<file path="src/rtl/pipe_stage_skid_if.sv">
// Valid/ready handshake bundle around a pipe_stage_skid: upstream (in_*) and downstream (out_*) sides.
// slave is the stage's view; master is the view of the logic surrounding the stage.
interface pipe_stage_skid_if #(
    parameter int unsigned DW = 32
);
    logic          in_valid_i;
    logic          in_ready_o;
    logic [DW-1:0] in_data_i;
    logic          out_valid_o;
    logic          out_ready_i;
    logic [DW-1:0] out_data_o;

    modport slave (
        input  in_valid_i,
        input  in_data_i,
        input  out_ready_i,
        output in_ready_o,
        output out_valid_o,
        output out_data_o
    );

    modport master (
        output in_valid_i,
        output in_data_i,
        output out_ready_i,
        input  in_ready_o,
        input  out_valid_o,
        input  out_data_o
    );
endinterface

</file>
<file path="src/rtl/pipe_stage_skid.sv">
// Pipeline stage register with a 2-entry skid buffer, flush with NOP injection and hold_flag stall.
// Optional perf counters are enabled by defining PIPE_STAGE_PERF_EN.
module pipe_stage_skid #(
    parameter int unsigned     DW         = 32,
    parameter logic [DW-1:0]   NOP_VAL    = DW'(32'h00000013),
    parameter int unsigned     HFW        = 3,
    parameter logic [HFW-1:0]  HOLD_LEVEL = HFW'(2)
) (
    input  logic                  clk,
    input  logic                  rst,
    pipe_stage_skid_if.slave      hs_io,
    input  logic                  flush_i,
    input  logic [HFW-1:0]        hold_flag_i,
    output logic [1:0]            occupancy_o,
    output logic [31:0]           stall_cnt_o,
    output logic [15:0]           flush_cnt_o
);

    logic          m_valid_q, m_valid_d;
    logic [DW-1:0] m_data_q,  m_data_d;
    logic          s_valid_q, s_valid_d;
    logic [DW-1:0] s_data_q,  s_data_d;

    logic stall;
    logic eff_ready;
    logic acc;
    logic drn;

    assign stall     = (hold_flag_i >= HOLD_LEVEL);
    assign eff_ready = hs_io.out_ready_i & ~stall;
    assign acc       = hs_io.in_valid_i & ~s_valid_q;
    assign drn       = m_valid_q & eff_ready;

    always_comb begin
        m_valid_d = m_valid_q;
        m_data_d  = m_data_q;
        s_valid_d = s_valid_q;
        s_data_d  = s_data_q;
        if (flush_i) begin
            m_valid_d = 1'b0;
            m_data_d  = NOP_VAL;
            s_valid_d = 1'b0;
            s_data_d  = NOP_VAL;
        end else if (!m_valid_q || drn) begin
            if (s_valid_q) begin
                // Skid entry is older than anything upstream, so it moves first.
                m_valid_d = 1'b1;
                m_data_d  = s_data_q;
                s_valid_d = acc;
                s_data_d  = acc ? hs_io.in_data_i : NOP_VAL;
            end else if (acc) begin
                m_valid_d = 1'b1;
                m_data_d  = hs_io.in_data_i;
            end else begin
                m_valid_d = 1'b0;
                m_data_d  = NOP_VAL;
            end
        end else if (acc) begin
            s_valid_d = 1'b1;
            s_data_d  = hs_io.in_data_i;
        end
    end

    always_ff @(posedge clk or posedge rst) begin
        if (rst) begin
            m_valid_q <= 1'b0;
            m_data_q  <= NOP_VAL;
            s_valid_q <= 1'b0;
            s_data_q  <= NOP_VAL;
        end else begin
            m_valid_q <= m_valid_d;
            m_data_q  <= m_data_d;
            s_valid_q <= s_valid_d;
            s_data_q  <= s_data_d;
        end
    end

    // in_ready depends only on registered state, breaking any ready chain through the stage.
    assign hs_io.in_ready_o  = ~s_valid_q;
    assign hs_io.out_valid_o = m_valid_q;
    assign hs_io.out_data_o  = m_data_q;
    assign occupancy_o       = {1'b0, m_valid_q} + {1'b0, s_valid_q};

`ifdef PIPE_STAGE_PERF_EN
    logic [31:0] stall_cnt_q;
    logic [15:0] flush_cnt_q;

    always_ff @(posedge clk or posedge rst) begin
        if (rst) begin
            stall_cnt_q <= '0;
            flush_cnt_q <= '0;
        end else begin
            if (m_valid_q && !eff_ready && (stall_cnt_q != 32'hFFFF_FFFF))
                stall_cnt_q <= stall_cnt_q + 32'd1;
            if (flush_i && (flush_cnt_q != 16'hFFFF))
                flush_cnt_q <= flush_cnt_q + 16'd1;
        end
    end

    assign stall_cnt_o = stall_cnt_q;
    assign flush_cnt_o = flush_cnt_q;
`else
    assign stall_cnt_o = 32'd0;
    assign flush_cnt_o = 16'd0;
`endif

endmodule

</file>
<file path="src/flat_wrapper.sv">
// flat-port wrapper written by rule: the top's interface ports become plain ports
module pipe_stage_skid_flat 
#(
    parameter int unsigned     DW         = 32,
    parameter logic [DW-1:0]   NOP_VAL    = DW'(32'h00000013),
    parameter int unsigned     HFW        = 3,
    parameter logic [HFW-1:0]  HOLD_LEVEL = HFW'(2)
)
  (clk, rst, flush_i, hold_flag_i, occupancy_o, stall_cnt_o, flush_cnt_o, hs_io_in_valid_i, hs_io_in_data_i, hs_io_out_ready_i, hs_io_in_ready_o, hs_io_out_valid_o, hs_io_out_data_o);
  pipe_stage_skid_if #(.DW(DW)) hs_io_i ();
  input  logic clk;
  input  logic rst;
  input  logic flush_i;
  input  logic [HFW-1:0] hold_flag_i;
  output logic [1:0] occupancy_o;
  output logic [31:0] stall_cnt_o;
  output logic [15:0] flush_cnt_o;
  input wire logic [$bits(hs_io_i.in_valid_i)-1:0] hs_io_in_valid_i;
  input wire logic [$bits(hs_io_i.in_data_i)-1:0] hs_io_in_data_i;
  input wire logic [$bits(hs_io_i.out_ready_i)-1:0] hs_io_out_ready_i;
  output wire logic [$bits(hs_io_i.in_ready_o)-1:0] hs_io_in_ready_o;
  output wire logic [$bits(hs_io_i.out_valid_o)-1:0] hs_io_out_valid_o;
  output wire logic [$bits(hs_io_i.out_data_o)-1:0] hs_io_out_data_o;
  assign hs_io_i.in_valid_i = hs_io_in_valid_i;
  assign hs_io_i.in_data_i = hs_io_in_data_i;
  assign hs_io_i.out_ready_i = hs_io_out_ready_i;
  assign hs_io_in_ready_o = hs_io_i.in_ready_o;
  assign hs_io_out_valid_o = hs_io_i.out_valid_o;
  assign hs_io_out_data_o = hs_io_i.out_data_o;
  pipe_stage_skid #(.DW(DW), .NOP_VAL(NOP_VAL), .HFW(HFW), .HOLD_LEVEL(HOLD_LEVEL)) u_core (.clk(clk), .rst(rst), .hs_io(hs_io_i), .flush_i(flush_i), .hold_flag_i(hold_flag_i), .occupancy_o(occupancy_o), .stall_cnt_o(stall_cnt_o), .flush_cnt_o(flush_cnt_o));
endmodule
</file>
<file path="config.mk">
export PLATFORM = sky130hd
export DESIGN_NAME = pipe_stage_skid_flat
export DESIGN_NICKNAME = d
export VERILOG_FILES = /design/src/rtl/pipe_stage_skid_if.sv /design/src/rtl/pipe_stage_skid.sv /design/src/flat_wrapper.sv
export SDC_FILE = /design/constraint.sdc
export NUM_CORES = 1
export LEC_CHECK = 0
export BUFFER_PORTS_ARGS = -buffer_cell sky130_fd_sc_hd__buf_4
export CORE_MARGIN = 4
export CORE_UTILIZATION = 40
export DETAILED_ROUTE_END_ITERATION = 8
export GPL_ROUTABILITY_DRIVEN = 0
export PLACE_DENSITY_LB_ADDON = 0.1
export SLEW_MARGIN = 20
export SYNTH_ARGS = -nofsm -noshare
export SYNTH_HDL_FRONTEND = slang
export SYNTH_SLANG_ARGS = --single-unit
</file>
<file path="constraint.sdc">
create_clock -name clk -period 2.2 [get_ports clk]
set_input_delay 0.66 -clock clk [delete_from_list [all_inputs] [get_ports clk]]
set_output_delay 0.66 -clock clk [all_outputs]
set_load 0.02 [all_outputs]
</file>
==> results.md, run 1 <==
Status:
- The run finished with clean final reports.

STA:
- The count of final max-slew check failures was 0.
- Setup repair after global routing left no endpoint under its margin.
- The setup-violating endpoint count in the final report is 0.
- The final clock skew is 0.00876 ns.
- Once routing completed, OpenROAD measured the worst setup slack at 0.144 ns.
- The final-layout worst hold slack is 0.335 ns.
- The slew at the pin closest to its max-slew limit is 1.04 ns.
- Timing would allow up to 0.486 GHz.
- The time the final worst path needs with I/O delays and setup is 2.06 ns.
- The number of hold-slack violations in the final timing report came to 0.
- The worst slew margin relative to its limit is 30.0%.
- Dividing the final minimum period by the clock period gives 93.5%.

Route:
- The residual antenna-violating net count after detailed routing is 0.
- The first TritonRoute pass finished after 5 iterations.
- The final route contains 3227 vias.
- After detailed routing, the number of remaining DRC violations is 0.
- The mean routed wirelength per cell is 17.5 um.
- Summed over all layers, the routed wires come to 10300 um.
- The detailed router finished its first iteration with 196 violations.
- The post-detailed-route via-to-cell ratio is 5.48.

Logic synthesis:
- In the synthesized netlist the dominant register cell turns out to be sky130_fd_sc_hd__dfrtp_1.
- The number of instances in the synthesized netlist is 400.
- The area of the mapped netlist is 3910 sq um.
- The synthesis-stage register bit count is 66.
- The most area-hungry cell type in the Yosys netlist is sky130_fd_sc_hd__dfrtp_1.
- The post-synthesis average cell area is 9.77 sq um.
- In the post-synthesis netlist, the biggest area contributors are sky130_fd_sc_hd__dfrtp_1, sky130_fd_sc_hd__buf_4, sky130_fd_sc_hd__o211ai_1.
- The proportion of synthesized flip-flops having asynchronous set or reset is 100%.
- Yosys printed 0 warnings.
- The count of flip-flops with a built-in enable after synthesis is 0.
- The share of the synthesized area in the top cell type is 38.4%.
- Sequential elements use 42.5% of the synthesized area.
- The number of different library cells used by synthesis comes to 31.

Worst setup path:
- At the worst endpoint, the required time is 1.54 ns.
- The worst setup path is launched from a flop.
- The most numerous cell type found on the critical path is sky130_fd_sc_hd__buf_4.
- Along the worst path, the maximum fanout reaches 13.
- The critical-path cell with the highest stage delay is sky130_fd_sc_hd__dfrtp_1.
- The endpoint arrival time on the critical path is 1.40 ns.
- The largest single stage delay on the critical path is 0.44 ns.
- The count of buffer and inverter cells on the critical path is 2.
- The sort of element at the end of the critical path is an output port.
- The critical path is of the reg2out type.
- The critical path goes through buf_4, ha_1, buf_4.
- Grouping stages by cell kind, the critical path spends the most delay in flip-flops.

Floorplanning:
- The standard cell core area is 9370 sq um.
- The I/O pin count is 124.
- In this run the horizontal extent of the chip is 107 um.
- The effective utilization at floorplan is 41.7%.
- The area of the die is 11400 sq um.
- The y dimension of the die is 107 um.
- The total number of placement rows is 35.

Final layout:
- The number of filler instances in the final layout is 906.
- In the final design database the tool counted 496 nets.
- Once layout is complete, the cells apart from fillers number 589.
- Summing all multi-input logic gate instances after layout gives 1750 sq um.
- The total area of sequential cells is 1660 sq um.
- The finished cells cover 4680 sq um.
- Compared with the post-synthesis result, the final layout area differs by 19.7%.
- The share of post-route cells with drive strength above 1 is 25.9%.
- The diode insertion count for antenna repair is 0.

Global route:
- The first global-routing pass estimated 16700 um of wire.
- The via count of the first global-routing pass is 3152.
- Global routing consumed, over all layers together, 18.2% of the routing resources.
- After global routing the overflow that remains totals 0.
- The initial antenna violation count is 0.
- The maximum number of pins on one net before global-route repair is 70.

Run:
- The tool flagged a number of max-cap violations equal to 0.

Power:
- In this run the power density over the cells is 683 nW/um^2.
- Net switching is 27.8% of the power.
- The highest ir drop seen on vdd is 321 uV.
- The combinational share of power is 18.5%.
- For this design the static power due to leakage is 2.06 nW.
- The analysis attributes to net switching a power of 0.000888 W.
- The design internal power is 0.00231 W.
- The sequential share of power is 41.3%.
- The clock network fraction of total power is 40.2%.

CTS:
- For this design, the CTS-stage hold fixing added 0 buffers.
- Clock tree synthesis selected as its root buffer the cell sky130_fd_sc_hd__clkbuf_8.
- The H-tree depth is 3.
- For this design, the sink count on the clock tree is 66.
- After clock tree synthesis, the setup repair step added 0 buffers.
- The post-cts sizing count is 0.
- TritonCTS built the clock tree.
- Clock-pin slew was measured on the worst setup and hold paths at 0.07 ns.
- Counting along the longest clock path gives a buffer depth of 2.
- The number of buffers created by CTS is 9.
- The clock network latency to the later pin of the worst-skew pair is 0.34 ns.

Placed design:
- Once placement finished, the instance area stood at 4420 sq um.
- The HPWL after detailed placement is 6580 um.
- Prior to clock tree synthesis, the placed netlist has a worst setup slack of -0.168 ns.
- The number of port buffers is 74.
- The number of placed instances, taps included, is 573.

Min path:
- In this run the worst hold path is classified as in2async.
-- synth_stat cells, types with 15 or more instances --
| master | number |
|---|---|
| sky130_fd_sc_hd__and2_1 | 15 |
| sky130_fd_sc_hd__and3b_1 | 16 |
| sky130_fd_sc_hd__o211ai_1 | 33 |
| sky130_fd_sc_hd__nand3_1 | 15 |
| sky130_fd_sc_hd__dfrtp_1 | 60 |
| sky130_fd_sc_hd__o2bb2ai_1 | 15 |
| sky130_fd_sc_hd__a21oi_1 | 32 |
| sky130_fd_sc_hd__inv_1 | 29 |
| sky130_fd_sc_hd__buf_4 | 48 |
| sky130_fd_sc_hd__clkbuf_1 | 27 |
-- kinds of logic (layout without fill, tap and decap cells) --
group	Yosys count	count (layout)	share of synthesized area, %
buf+inv	124	137	17.4
other cells	1	48	0.0960
simple gates	74	74	13.4
fa+ha+maj	1	1	0.320
compound gates	134	134	26.4
flops	66	66	42.5
-- cell usage in the layout, fill, tap and decap left out, types with 3 or more instances in the layout --
master,count
sky130_fd_sc_hd__nor2b_1,3
sky130_fd_sc_hd__buf_12,4
sky130_fd_sc_hd__a211oi_1,3
sky130_fd_sc_hd__buf_4,87
sky130_fd_sc_hd__o211ai_1,33
sky130_fd_sc_hd__and3b_1,16
sky130_fd_sc_hd__a222oi_1,14
sky130_fd_sc_hd__o41ai_1,14
sky130_fd_sc_hd__bufinv_16,3
sky130_fd_sc_hd__a21o_1,3
sky130_fd_sc_hd__o2bb2ai_1,15
sky130_fd_sc_hd__inv_1,28
sky130_fd_sc_hd__a311oi_1,14
sky130_fd_sc_hd__dfrtp_1,59
sky130_fd_sc_hd__and2_1,15
sky130_fd_sc_hd__nand3_1,15
sky130_fd_sc_hd__a311o_1,6
sky130_fd_sc_hd__dfstp_2,6
sky130_fd_sc_hd__conb_1,48
sky130_fd_sc_hd__a21oi_1,32
sky130_fd_sc_hd__nand4b_1,14
sky130_fd_sc_hd__nor3b_1,3
sky130_fd_sc_hd__clkbuf_8,11
-- final timing paths --
check | end | slack, ns | cells after the start | start
min in group clk | u_core.s_data_q[14]$_DFFE_PP0P_ | 0.53 | 2 | u_core.s_data_q[14]$_DFFE_PP0P_
worst max-delay path | occupancy_o[0] | 0.14 | 3 | u_core.s_valid_q$_DFFE_PP0P_
max in group asynchronous | u_core.s_data_q[17]$_DFFE_PP0P_ | 1.29 | 3 | rst
worst max register to register | u_core.s_data_q[23]$_DFFE_PP0P_ | 0.38 | 3 | u_core.s_valid_q$_DFFE_PP0P_
worst min register to register | u_core.s_data_q[14]$_DFFE_PP0P_ | 0.53 | 2 | u_core.s_data_q[14]$_DFFE_PP0P_
worst min-delay path | u_core.hs_io.out_data_o[30]$_DFFE_PP0P_ | 0.34 | 2 | rst
-- power by group through the flow --
stage	combinational [W]	clock [W]	sequential, W
2_1_floorplan	0.000400	0	0.00138
3_3_place_gp	0.000589	0	0.00134
3_5_place_dp	0.000593	0	0.00134
4_1_cts	0.000594	0.00132	0.00132
5_1_grt	0.000646	0.00138	0.00133
6_report	0.000591	0.00128	0.00132
-- state kept, by name, indices dropped and copies added (netlist names) --
register	count
u_core.s_data_q	32
u_core.s_valid_q	1
u_core.hs_io.out_valid_o	1
u_core.hs_io.out_data_o	32
-- layer usage --
metal,GRT usage (%),vias to the layer above,wire (um),part of all wire (%)
met2,26.9,126,4660,45
met3,2.77,8,634,6.2
met1,27.3,1576,4910,48
met5,0,-,0,0
li1,-,1517,-,-
met4,5.48,0,81,0.79
-- final cells by class --
| cell class | instances | area share, % |
|---|---|---|
| well taps | 129 | 3.45 |
| multi-input cells | 257 | 37.5 |
| repair buffers | 91 | 15.7 |
| clock buffers | 11 | 3.24 |
| inverters | 30 | 2.49 |
| flip-flops and latches | 66 | 35.5 |
| clock inverters | 5 | 2.14 |
-- metrics by stage --
stage	util, %	power (W)	TNS, ns
floorplan	-	0.00178	0
global placement	47.2	0.00193	-1.14
detailed placement	47.2	0.00193	-1.70
CTS	49.9	0.00323	0
global route	49.9	0.00335	0
finish	49.9	0.00319	0
Power figures use the tool's default switching activity.
==> run 2, diff against run 1 <==
--- a/config.mk
+++ b/config.mk
@@ -5,6 +5,7 @@
 export SDC_FILE = /design/constraint.sdc
 export NUM_CORES = 1
 export LEC_CHECK = 0
+export ABC_AREA = 1
 export BUFFER_PORTS_ARGS = -buffer_cell sky130_fd_sc_hd__buf_4
 export CORE_MARGIN = 4
 export CORE_UTILIZATION = 40
==> run 2 against run 1 <==
  * First-iteration DRC count shrank 28%
  * Via count shrank 8.6%
  * Final area shrank 10%
  * Worst setup slack gained 0.13 ns
  * Clock power shrank 16%
  * Die area shrank 9.0%
  * Fmax grew 6.7%
  * Non-clock buffer count shrank 7
  * Hold slack gained 0.033 ns
  * Clock-buffer cell count grew 2
  * Critical endpoint unchanged
==> results.md, run 2 <==
CTS:
- The number of buffers inserted by post-CTS setup repair is 0 (unchanged).
- The cell at the root of the clock tree is sky130_fd_sc_hd__clkbuf_8.
- The clock network latency to the later pin of the worst-skew pair came to 0.34 ns (about the same).
- The hold-fix buffer count after cts came to 0 (unchanged).
- The H-tree depth is 3 (unchanged).
- The maximum root-to-sink buffer count is 2 (unchanged).
- The clock-pin slew on the worst setup and hold paths was 0.08 ns (about the same).
- The number of sinks handled by clock tree synthesis is 66 (unchanged).
- The post-cts sizing count is 0 (unchanged).
- TritonCTS built the clock tree.
- The number of buffers created by CTS is 9 (unchanged).

Final layout:
- The net count of the finished layout is 580 (+17%).
- The library cell used most frequently in the layout, excluding fill and tap cells, is sky130_fd_sc_hd__nand2_1.
- The share of post-route cells with drive strength above 1 is 20.8% (-5.1 points).
- The library cells used most frequently in the layout, excluding fill and tap cells, are sky130_fd_sc_hd__nand2_1, sky130_fd_sc_hd__buf_4, sky130_fd_sc_hd__dfrtp_1, sky130_fd_sc_hd__conb_1, sky130_fd_sc_hd__nor2_1.
- The filler-free cell count of the finished design is 649 (+10%).
- The final instance area came to 4200 sq um (-10%).
- The diode insertion count for antenna repair came to 0 (unchanged).
- The relative area change from synthesis to final layout is 19.1%.

Logic synthesis:
- The post-synthesis average cell area is 7.50 sq um (-23%).
- The share of the synthesized area in the top cell type is 42.6% (+4.1 points).
- Yosys attributes the largest share of cell area to sky130_fd_sc_hd__dfrtp_1, sky130_fd_sc_hd__nand2_1, sky130_fd_sc_hd__buf_4.
- Of all cell types, the one taking the most synthesized area is sky130_fd_sc_hd__dfrtp_1.
- The synthesis-stage register bit count came to 66 (unchanged).
- By count the netlist is led by sky130_fd_sc_hd__nand2_1, sky130_fd_sc_hd__dfrtp_1, sky130_fd_sc_hd__buf_4.
- The number of instances in the synthesized netlist is 470 (+18%).
- The unique cell type count in the Yosys netlist is 22 (-29%).
- The count of flip-flops with a built-in enable after synthesis came to 0 (unchanged).
- The portion of the post-synthesis area used by sequential elements is 47.0% (+4.6 points).
- The most used flip-flop cell after synthesis is sky130_fd_sc_hd__dfrtp_1.
- Among all cell types in the netlist, the one instantiated most often is sky130_fd_sc_hd__nand2_1.
- The count of yosys warnings during synthesis is 0 (unchanged).
- The proportion of synthesized flip-flops having asynchronous set or reset is 100% (unchanged).
- The area of the mapped netlist is 3530 sq um (-9.7%).

Power:
- The highest ir drop seen on vdd is 353 uV (+9.7%).
- The power per cell area is 708 nW/um^2 (+3.6%).
- The leakage power is 2.40 nW (+16%).

Global route:
- The via count of the first global-routing pass is 2815 (-11%).
- The maximum number of pins on one net before global-route repair is 44 (-37%).
- The global-route wire length before repair came to 13500 um (-20%).
- The initial antenna violation count is 0 (unchanged).
- The overall global routing resource usage came to 16.5% (-1.7 points).
- The final global-route overflow total came to 0 (unchanged).

Floorplanning:
- The y dimension of the die was 102 um (-4.6%).
- The die outline width is 102 um (-4.6%).
- The I/O pin count was 124 (unchanged).
- The standard cell core area was 8380 sq um (-11%).
- The total number of placement rows is 33 (-5.7%).
- The effective utilization at floorplan was 42.1% (+0.39 points).
- The area of the die is 10400 sq um (-9.0%).

Placed design:
- The number of port buffers was 74 (unchanged).
- The instance count after placement with tap cells included is 633 (+10%).
- The standard cell area after detailed placement is 4000 sq um (-9.7%).
- The HPWL reported at the end of detailed placement is 5700 um (-13%).

STA:
- The portion of the clock cycle consumed by the worst path in the final layout is 87.6% (-5.8 points).
- The setup TNS was 0 ns (unchanged).
- The final clock skew came to 0.0148 ns (+0.00602 ns).
- The count of final max-slew check failures came to 0 (unchanged).
- The setup-violating endpoint count in the final report is 0 (unchanged).
- Setup repair after global routing left no endpoint under its margin.
- The number of hold-slack violations in the final timing report is 0 (unchanged).
- The time the final worst path needs with I/O delays and setup is 1.93 ns (-0.129 ns).
- The worst slew margin relative to its limit is 60.5% (+30 points).
- The slew at the pin closest to its max-slew limit was 0.592 ns (-0.452 ns).
- The peak clock frequency supported by timing is 0.519 GHz (+6.7%).

Worst setup path:
- The maximum fanout encountered on the critical timing path was 5 (-8).
- The count of buffer and inverter cells on the critical path is 1 (-1).
- The critical path goes through ha_1, buf_4.
- The endpoint arrival time on the critical path is 1.27 ns (-0.13 ns).
- The category of the critical setup timing path is reg2out.
- The maximum cell stage delay along the critical path is 0.45 ns (about the same).
- The cell type group with the largest total delay on the critical path is flip-flops.
- The path length in cells of the critical path is 2 (-1).
- STA classifies the critical path endpoint as an output port.
- The critical path data required time is 1.54 ns (about the same).
- STA classifies the critical path startpoint as a flop.
- The count of cells along the worst register-to-register path is 7 (+4).
- The critical-path cell with the highest stage delay is sky130_fd_sc_hd__dfrtp_1.

Route:
- The number of remaining DRC errors was 0 (unchanged).
- The via count came to 2951 (-8.6%).
- The post-detailed-route via-to-cell ratio is 4.55 (-17%).
- The number of design-rule violations left by the first detailed-router iteration is 141 (-28%).
- The number of optimization iterations in the first detailed-route pass is 4 (-1).
- The residual antenna-violating net count after detailed routing was 0 (unchanged).
- The wire length reported by the detailed router is 8440 um (-18%).
- The mean routed wirelength per cell came to 13.0 um (-26%).

Run:
- The max-capacitance violation count was 0 (unchanged).

Min path:
- The tightest min-delay check is of the in2async type.

Status:
- The run finished with clean final reports.
## run 2: changes by cell type after synthesis, moves of 16 or more
cell and change:
sky130_fd_sc_hd__nor2_1 +32, sky130_fd_sc_hd__nand2_1 +182, sky130_fd_sc_hd__clkbuf_1 -17, sky130_fd_sc_hd__nand3_1 +16, sky130_fd_sc_hd__and3b_1 -16, sky130_fd_sc_hd__a21oi_1 -31
sky130_fd_sc_hd__o211ai_1 -33, sky130_fd_sc_hd__o21ai_0 +29
## run 2: stage by stage
stage	total power (W)	setup slack (ns)	utilization, %	hold slack (ns)
6_report	0.00297	0.272	50.1	0.369
5_1_grt	0.00313	0.206	50.1	0.408
4_1_cts	0.00300	0.253	50.1	0.382
3_5_place_dp	0.00193	0.155	47.7	0.458
3_3_place_gp	0.00192	0.172	47.7	0.455
2_1_floorplan	0.00180	0.621	-	0.447
## run 2: final cells by class
class	instances	area, sq um
clock inverter	3	47.5
sequential	66	1660
fill	868	4180
inverter	35	135
clock buffer	13	159
timing repair buffer	84	643
tap	105	131
multi-input combinational	343	1430
## run 2: report_power, final
group	internal (W)	switching, W
sequential	0.00131	0.0000498
clock	0.000591	0.000479
combinational	0.000174	0.000368
total	0.00208	0.000897
## run 2: worst paths after layout
path                                                           endpoint  slack (ns)                            startpoint
max in group asynchronous       u_core.hs_io.out_data_o[13]$_DFFE_PP0P_        1.23                                   rst
worst min register to register           u_core.s_data_q[4]$_DFFE_PP1P_        0.47        u_core.s_data_q[4]$_DFFE_PP1P_
worst max-delay path                                     occupancy_o[0]        0.27  u_core.hs_io.out_valid_o$_DFFE_PP0P_
min in group clk                         u_core.s_data_q[4]$_DFFE_PP1P_        0.47        u_core.s_data_q[4]$_DFFE_PP1P_
worst max register to register          u_core.s_data_q[12]$_DFFE_PP0P_        0.48          u_core.s_valid_q$_DFFE_PP0P_
worst min-delay path            u_core.hs_io.out_data_o[23]$_DFFE_PP0P_        0.37                                   rst
## run 2: kinds of logic (layout without fill, tap and decap cells)
logic type | Yosys count | in the layout | share of synthesized area, %
AOI/OAI and AO/OA | 37 | 37 | 5.50
adders and majority gates | 1 | 1 | 0.355
buffers and inverters | 108 | 135 | 17.5
DFF | 66 | 66 | 47.0
other | 1 | 48 | 0.106
and+or+nand+nor | 257 | 257 | 29.5
## run 2: layer usage
metal | global-route usage, % | part of all wire [%] | vias to the layer above
met5 | 0 | 0 | -
met3 | 3.41 | 6.3 | 11
met1 | 22.5 | 45 | 1356
met4 | 6.16 | 1.2 | 0
li1 | - | - | 1487
met2 | 26.0 | 47 | 97
